$ cat src/rtl/pio_ctrl_regfile_v2.sv
// PIO control/status register file: RW/RO/WC/SC fields, 1-cycle registered read port, IRQ aggregation.
// Define PIO_REGFILE_WRERR_EN to add wr_err and the sticky DBG_CFGINFO[31] bad-write flag.
module pio_ctrl_regfile_v2 #(
  parameter int NUM_SM = 4,
  parameter int ADDR_W = 9
) (
  input  logic                  clk,
  input  logic                  rst,
  input  logic                  wr_en,
  input  logic [ADDR_W-1:0]     wr_addr,
  input  logic [31:0]           wr_data,
  input  logic                  rd_en,
  input  logic [ADDR_W-1:0]     rd_addr,
  output logic [31:0]           rd_data,
  output logic                  rd_valid,
  output logic [NUM_SM-1:0]     sm_en,
  output logic [NUM_SM-1:0]     sm_restart,
  output logic [NUM_SM-1:0]     clkdiv_restart,
  input  logic [NUM_SM-1:0]     tx_empty,
  input  logic [NUM_SM-1:0]     tx_full,
  input  logic [NUM_SM-1:0]     rx_empty,
  input  logic [NUM_SM-1:0]     rx_full,
  input  logic [NUM_SM-1:0]     tx_stall,
  input  logic [NUM_SM-1:0]     tx_over,
  input  logic [NUM_SM-1:0]     rx_under,
  input  logic [NUM_SM-1:0]     rx_stall,
  input  logic [8*NUM_SM-1:0]   flevel,
  input  logic [7:0]            irq_set,
  input  logic [7:0]            irq_clr,
  output logic [31:0]           gpio_sync_bypass,
  output logic [32*NUM_SM-1:0]  sm_clkdiv,
  output logic [32*NUM_SM-1:0]  sm_execctrl,
  output logic [32*NUM_SM-1:0]  sm_shiftctrl,
  output logic [32*NUM_SM-1:0]  sm_pinctrl,
  output logic [16*NUM_SM-1:0]  sm_instr,
  output logic [NUM_SM-1:0]     sm_instr_wr,
`ifdef PIO_REGFILE_WRERR_EN
  output logic                  wr_err,
`endif
  output logic [1:0]            irq_out
);

  // Word addresses (byte address >> 2)
  localparam int A_CTRL = 0, A_FSTAT = 1, A_FDEBUG = 2, A_FLEVEL = 3;
  localparam int A_IRQ = 12, A_BYP = 14, A_DBG = 17, A_SM0 = 50;
  localparam int A_INTR = 74, A_INTE0 = 75, A_INTF0 = 76, A_INTS0 = 77;
  localparam int A_INTE1 = 78, A_INTF1 = 79, A_INTS1 = 80;
  localparam logic [3:0] SM_MASK = 4'((1 << NUM_SM) - 1);

  int wr_word, rd_word;
  assign wr_word = int'(wr_addr[ADDR_W-1:2]);
  assign rd_word = int'(rd_addr[ADDR_W-1:2]);

  logic [NUM_SM-1:0] fd_txst, fd_txov, fd_rxun, fd_rxst;
  logic [7:0]        irq_q;
  logic [11:0]       inte0, intf0, inte1, intf1, intr, ints0, ints1;
  logic              dbg_err;
  logic [31:0]       rd_mux;

  logic w_ctrl, w_fdebug, w_irq, w_byp, w_inte0, w_intf0, w_inte1, w_intf1, w_dbg, wr_ok;
  logic [NUM_SM-1:0] w_clkdiv, w_exec, w_shift, w_instr, w_pin;

  assign intr  = {irq_q[3:0], ~4'(tx_full) & SM_MASK, ~4'(rx_empty) & SM_MASK};
  assign ints0 = (intr | intf0) & inte0;
  assign ints1 = (intr | intf1) & inte1;

  always_comb begin
    w_ctrl = 1'b0; w_fdebug = 1'b0; w_irq = 1'b0; w_byp = 1'b0; w_dbg = 1'b0;
    w_inte0 = 1'b0; w_intf0 = 1'b0; w_inte1 = 1'b0; w_intf1 = 1'b0; wr_ok = 1'b0;
    w_clkdiv = '0; w_exec = '0; w_shift = '0; w_instr = '0; w_pin = '0;
    if (wr_en) begin
      case (wr_word)
        A_CTRL:   begin w_ctrl   = 1'b1; wr_ok = 1'b1; end
        A_FDEBUG: begin w_fdebug = 1'b1; wr_ok = 1'b1; end
        A_IRQ:    begin w_irq    = 1'b1; wr_ok = 1'b1; end
        A_BYP:    begin w_byp    = 1'b1; wr_ok = 1'b1; end
        A_DBG:    begin w_dbg    = 1'b1; wr_ok = 1'b1; end
        A_INTE0:  begin w_inte0  = 1'b1; wr_ok = 1'b1; end
        A_INTF0:  begin w_intf0  = 1'b1; wr_ok = 1'b1; end
        A_INTE1:  begin w_inte1  = 1'b1; wr_ok = 1'b1; end
        A_INTF1:  begin w_intf1  = 1'b1; wr_ok = 1'b1; end
        default: ;
      endcase
      // SMn ADDR (offset 3) is read-only and therefore not a valid write target
      for (int i = 0; i < NUM_SM; i++) begin
        case (wr_word - (A_SM0 + 6 * i))
          0: begin w_clkdiv[i] = 1'b1; wr_ok = 1'b1; end
          1: begin w_exec[i]   = 1'b1; wr_ok = 1'b1; end
          2: begin w_shift[i]  = 1'b1; wr_ok = 1'b1; end
          4: begin w_instr[i]  = 1'b1; wr_ok = 1'b1; end
          5: begin w_pin[i]    = 1'b1; wr_ok = 1'b1; end
          default: ;
        endcase
      end
    end
  end

  always_comb begin
    rd_mux = '0;
    case (rd_word)
      A_CTRL:   rd_mux = {28'b0, 4'(sm_en)};
      A_FSTAT:  rd_mux = {4'b0, 4'(tx_empty), 4'b0, 4'(tx_full), 4'b0, 4'(rx_empty), 4'b0, 4'(rx_full)};
      A_FDEBUG: rd_mux = {4'b0, 4'(fd_txst), 4'b0, 4'(fd_txov), 4'b0, 4'(fd_rxun), 4'b0, 4'(fd_rxst)};
      A_FLEVEL: rd_mux = 32'(flevel);
      A_IRQ:    rd_mux = {24'b0, irq_q};
      A_BYP:    rd_mux = gpio_sync_bypass;
      A_DBG:    rd_mux = {dbg_err, 25'b0, 6'(NUM_SM)};
      A_INTR:   rd_mux = {20'b0, intr};
      A_INTE0:  rd_mux = {20'b0, inte0};
      A_INTF0:  rd_mux = {20'b0, intf0};
      A_INTS0:  rd_mux = {20'b0, ints0};
      A_INTE1:  rd_mux = {20'b0, inte1};
      A_INTF1:  rd_mux = {20'b0, intf1};
      A_INTS1:  rd_mux = {20'b0, ints1};
      default: ;
    endcase
    for (int i = 0; i < NUM_SM; i++) begin
      case (rd_word - (A_SM0 + 6 * i))
        0: rd_mux = sm_clkdiv[32*i +: 32];
        1: rd_mux = sm_execctrl[32*i +: 32];
        2: rd_mux = sm_shiftctrl[32*i +: 32];
        4: rd_mux = {16'b0, sm_instr[16*i +: 16]};
        5: rd_mux = sm_pinctrl[32*i +: 32];
        default: ;
      endcase
    end
  end

  always_ff @(posedge clk) begin
    if (rst) begin
      sm_en <= '0; sm_restart <= '0; clkdiv_restart <= '0; sm_instr_wr <= '0;
      fd_txst <= '0; fd_txov <= '0; fd_rxun <= '0; fd_rxst <= '0;
      irq_q <= '0; gpio_sync_bypass <= '0;
      inte0 <= '0; intf0 <= '0; inte1 <= '0; intf1 <= '0;
      irq_out <= '0; rd_valid <= 1'b0; rd_data <= '0;
      for (int i = 0; i < NUM_SM; i++) begin
        sm_clkdiv[32*i +: 32]    <= 32'h0001_0000;
        sm_execctrl[32*i +: 32]  <= 32'h0001_F000;
        sm_shiftctrl[32*i +: 32] <= 32'h000C_0000;
        sm_pinctrl[32*i +: 32]   <= 32'h1400_0000;
        sm_instr[16*i +: 16]     <= '0;
      end
    end else begin
      if (w_ctrl) sm_en <= wr_data[NUM_SM-1:0];
      sm_restart     <= w_ctrl ? wr_data[4 +: NUM_SM] : '0;
      clkdiv_restart <= w_ctrl ? wr_data[8 +: NUM_SM] : '0;
      // Sticky events: a same-cycle event beats the software clear
      fd_txst <= (fd_txst & ~(w_fdebug ? wr_data[24 +: NUM_SM] : '0)) | tx_stall;
      fd_txov <= (fd_txov & ~(w_fdebug ? wr_data[16 +: NUM_SM] : '0)) | tx_over;
      fd_rxun <= (fd_rxun & ~(w_fdebug ? wr_data[8 +: NUM_SM] : '0)) | rx_under;
      fd_rxst <= (fd_rxst & ~(w_fdebug ? wr_data[0 +: NUM_SM] : '0)) | rx_stall;
      irq_q   <= (irq_q & ~irq_clr & ~(w_irq ? wr_data[7:0] : 8'h00)) | irq_set;
      if (w_byp)   gpio_sync_bypass <= wr_data;
      if (w_inte0) inte0 <= wr_data[11:0];
      if (w_intf0) intf0 <= wr_data[11:0];
      if (w_inte1) inte1 <= wr_data[11:0];
      if (w_intf1) intf1 <= wr_data[11:0];
      for (int i = 0; i < NUM_SM; i++) begin
        if (w_clkdiv[i]) sm_clkdiv[32*i +: 32]    <= wr_data & 32'hFFFF_FF00;
        if (w_exec[i])   sm_execctrl[32*i +: 32]  <= wr_data & 32'h7FFF_FF9F;
        if (w_shift[i])  sm_shiftctrl[32*i +: 32] <= wr_data & 32'hFFFF_0000;
        if (w_pin[i])    sm_pinctrl[32*i +: 32]   <= wr_data;
        if (w_instr[i])  sm_instr[16*i +: 16]     <= wr_data[15:0];
      end
      sm_instr_wr <= w_instr;
      irq_out     <= {|ints1, |ints0};
      rd_valid    <= rd_en;
      if (rd_en) rd_data <= rd_mux;
    end
  end

`ifdef PIO_REGFILE_WRERR_EN
  logic wr_bad;
  assign wr_bad = wr_en & ~wr_ok;

  always_ff @(posedge clk) begin
    if (rst) begin
      wr_err  <= 1'b0;
      dbg_err <= 1'b0;
    end else begin
      wr_err  <= wr_bad;
      dbg_err <= (dbg_err & ~(w_dbg & wr_data[31])) | wr_bad;
    end
  end
`else
  logic unused_wrerr;
  assign dbg_err      = 1'b0;
  assign unused_wrerr = ^{w_dbg, wr_ok};
`endif

  logic unused_addr;
  assign unused_addr = ^{wr_addr[1:0], rd_addr[1:0]};

endmodule

$ cat config.mk
export PLATFORM = sky130hd
export DESIGN_NAME = pio_ctrl_regfile_v2
export DESIGN_NICKNAME = d
export VERILOG_FILES = /design/src/rtl/pio_ctrl_regfile_v2.sv
export SDC_FILE = /design/constraint.sdc
export NUM_CORES = 2
export LEC_CHECK = 0
export CAP_MARGIN = 0
export CORE_AREA = 2 2 309 311
export DETAILED_ROUTE_END_ITERATION = 12
export DIE_AREA = 0 0 311 313
export HOLD_SLACK_MARGIN = 0.08
export PLACE_DENSITY_LB_ADDON = 0.1
export SLEW_MARGIN = 40
export SYNTH_ARGS = -nofsm -noshare
export SYNTH_HDL_FRONTEND = slang
export SYNTH_SLANG_ARGS = --single-unit
$ cat constraint.sdc
create_clock -name clk -period 5.65 [get_ports clk]
set_input_delay 1.13 -clock clk [delete_from_list [all_inputs] [get_ports clk]]
set_output_delay 1.13 -clock clk [all_outputs]
set_load 0.005 [all_outputs]
==> flow_summary.yaml <==
layout:
  seq_area_mm2: 0.0125
  drive_above_1_share_pct: 8.36
  multiInputGateArea_mm2: 0.0152
  nNetsFinal: 4096
  area_growth_pct: 34.8
  final_cell_mix: "clkdlybuf4s50_1, dfxtp_1, nor2_1, mux2i_1, nand2_1"
  finalCoreUtilization_pct: 42.2
  final_common_cell: "clkdlybuf4s50_1"
  nFillCells: 9599
min_path:
  min_from: "gpio_sync_bypass[24]$_SDFFE_PP0P_"
  holdCritPathClass: "flip-flop to flip-flop"
outcome:
  run_status: "finished, final reports clean"
timing:
  max-slew-margin-rel_pct: 40.5
  skew_ps: 24.7
  fmax_mhz: 231
  finalCriticalPeriod_ps: 4340
  setup_viol: 0
  hold_viol_final: 0
  rsz0062_at_grt: "false"
  drv_slew: 0
  post-route-period-util_pct: 76.8
  finalSetupTns_ps: 0
  tightest_slew_ps: 890
  fin_ws_ps: 1310
setup_path:
  crit_cells: 10
  arrival_ps: 4870
  endpoint_kind: "flip-flop"
  worstPathRequired_ps: 6190
  rr_worst_depth: 6
  rr_startpoint: "intf1[0]$_SDFFE_PP0P_"
  worstPathCellList: "clkdlybuf4s50_1, ha_1, nor2_2, mux2i_4, o41ai_4, buf_4, and2_0, a22oi_2, a31o_1, a2111oi_1"
  r2r-end: "rd_data[0]$_SDFFE_PP0P_"
  worstSetupPathType: "input pin to flip-flop"
  cp_top_family: "compound AO/OA/AOI/OAI gates"
  worst-path-buf-inv: 2
  critPathLaunchType: "input pin"
  ff2ff_setup_slack_ps: 3390
  slowest_stage: "clkdlybuf4s50_1"
  worstPathMaxFanout: 13
  cp-startpoint: "rd_addr[6]"
  crit_end: "rd_data[7]$_SDFFE_PP0P_"
  cp_slowest_stage_delay_ps: 640
route:
  wl_per_cell_um: 29.9
  first_iter_violations: 2587
  routed_wl_um: 158000
  vias: 28500
  drc_errors: 0
  dr.pass1.iters: 7
  ant_nets: 0
  via_per_inst: 5.41
yosys:
  ys_seq_area_share_pct: 42.3
  ys_warn_count: 0
  ys.flop_type: "dfxtp_1"
  ys_ff_latch: 623
  synthCells: 3359
  synth_top_cell_by_area: "dfxtp_1"
  syn_avg_cell_area_um2: 8.77
  syn_area_mm2: 0.0295
  synth_cell_types: 96
  synth_edf_count: 0
  netlist.area_leader.share_pct: 42.3
  synth_area_leaders: "dfxtp_1, mux2i_1, nor2_1"
  synthArstFlopShare_pct: 0
global_routing:
  grt_first_pass_wirelength_um: 217000
  antenna_found_initial: 9
  grtUsageTotal_pct: 31.0
  grt_pass1_vias: 27100
  grt-ovfl-total: 0
  grt_max_degree: 131
clock_network:
  numCtsBuffers: 77
  postCtsHoldBufs: 0
  cts-root-buf: "clkbuf_16"
  clkTransAtPathRegs_ps: 60
  cts_sinks: 623
  clock_latency_ps: 660
  cts_tree: "done"
  clk_path_buf_depth: 3
  post_cts_resized: 0
  postCtsSetupRepairBufs: 0
  htree_num_levels: 3
floorplan:
  die_h_um: 313
  start_util_pct: 31.3
  die_width_um: 311
  die_area_mm2: 0.0973
  num_io_pins: 793
  core_area_mm2: 0.0942
  rows: 113
power:
  p_leak_nw: 16.4
  vdd_ir_drop_max_uv: 174
  power_density_mw_per_mm2: 259
placed_design:
  gp_congestion: 0.974
  post-place-ws_ps: 791
  dp_hpwl_um: 116000
  io_buffer_count: 680
job:
  maxCapViolations: 0
cells in the mapped netlist, types with 5 or more instances:
master / instances
a211oi_1: 21
nand4_1: 23
inv_1: 37
nor2b_1: 11
a21oi_1: 176
a31oi_1: 23
a32o_1: 5
nor3_1: 23
mux2_2: 9
o21ai_0: 97
or3_1: 6
a22oi_1: 54
a2111oi_0: 16
nand3_1: 44
dfxtp_1: 623
nor3_2: 6
nor4_1: 12
a221o_1: 33
o21a_1: 6
a22o_1: 34
and2_1: 19
o211a_1: 7
buf_4: 128
o211ai_1: 41
clkbuf_1: 203
nand2b_1: 11
nor2_1: 577
and3_1: 25
ha_1: 11
buf_2: 58
nand2_1: 306
buf_1: 14
o221ai_1: 13
a222oi_1: 14
mux2i_1: 492
a221oi_1: 34
a32oi_1: 19
a211o_1: 5
o22ai_1: 14
nor3b_1: 7
state kept, by name (all words and copies together) (netlist names), 8 cells and up:
name / cells
sm_clkdiv: 96
inte0: 12
sm_pinctrl: 128
sm_instr: 64
irq_q: 8
inte1: 12
intf1: 12
sm_execctrl: 116
sm_shiftctrl: 64
rd_data: 32
intf0: 12
gpio_sync_bypass: 32
worst min path at each step:
stage,to,slack (ps),cells after the start
3_3_place_gp,gpio_sync_bypass[25]$_SDFFE_PP0P_,460,2
5_1_grt,gpio_sync_bypass[24]$_SDFFE_PP0P_,500,2
3_5_place_dp,sm_pinctrl[121]$_SDFFE_PP0P_,460,2
6_report,gpio_sync_bypass[24]$_SDFFE_PP0P_,470,2
4_1_cts,sm_pinctrl[121]$_SDFFE_PP0P_,470,2
2_1_floorplan,fd_rxst[0]$_SDFF_PP0_,450,2
worst register-to-register path: stages (launching register included):
cell and delay [ps]:
dfxtp_1 340, o21ai_0 500, o221ai_1 220, a31oi_1 250, a31oi_1 240, a2111oi_0 430, o31ai_1 130
logic make-up (layout without fill, tap and decap cells):
family	Yosys count	in the layout	synth area share [%]
compound gates	666	666	16.0
fa+ha+maj	11	11	0.467
mux	502	502	17.1
xor+xnor	7	7	0.208
simple gates	1105	1105	16.2
flops	623	623	42.3
other cells	1	112	0.0127
buf+inv	444	985	7.61
metrics by stage:
stage	cells	hold slack (ps)	cell area, µm²	power (mW)
floorplan	3466	447	29900	5.01
global placement	5133	459	37200	5.44
detailed placement	5137	464	37200	5.44
CTS	5272	473	39700	10.4
global route	5273	495	39700	10.6
finish	5276	472	39700	10.3
metal layers:
metal / GRT usage, % / wire length, µm / share of wire [%]
met5: 0 / 25 / 0.016
met4: 11.5 / 5860 / 3.7
met3: 8.34 / 13300 / 8.4
met2: 53.9 / 77400 / 49
met1: 36.3 / 61200 / 39
report_power, final:
part / internal, mW / leakage (nW) / switching (mW)
Sequential: 4.43 / 5.03 / 0.0355
Clock: 2.88 / 1.22 / 2.08
Combinational: 0.280 / 10.2 / 0.601
Total: 7.59 / 16.4 / 2.72
layout make-up:
class,count,area share (%)
Antenna cell,4,0.0252
Multi-Input combinational cell,2399,38.3
Clock buffer,116,5.75
Inverter,38,0.362
Sequential cell,623,31.4
Clock inverter,19,0.432
Tap cell,1265,3.98
Timing Repair Buffer,812,19.7
Note: power is estimated with default switching activity, not from simulation.
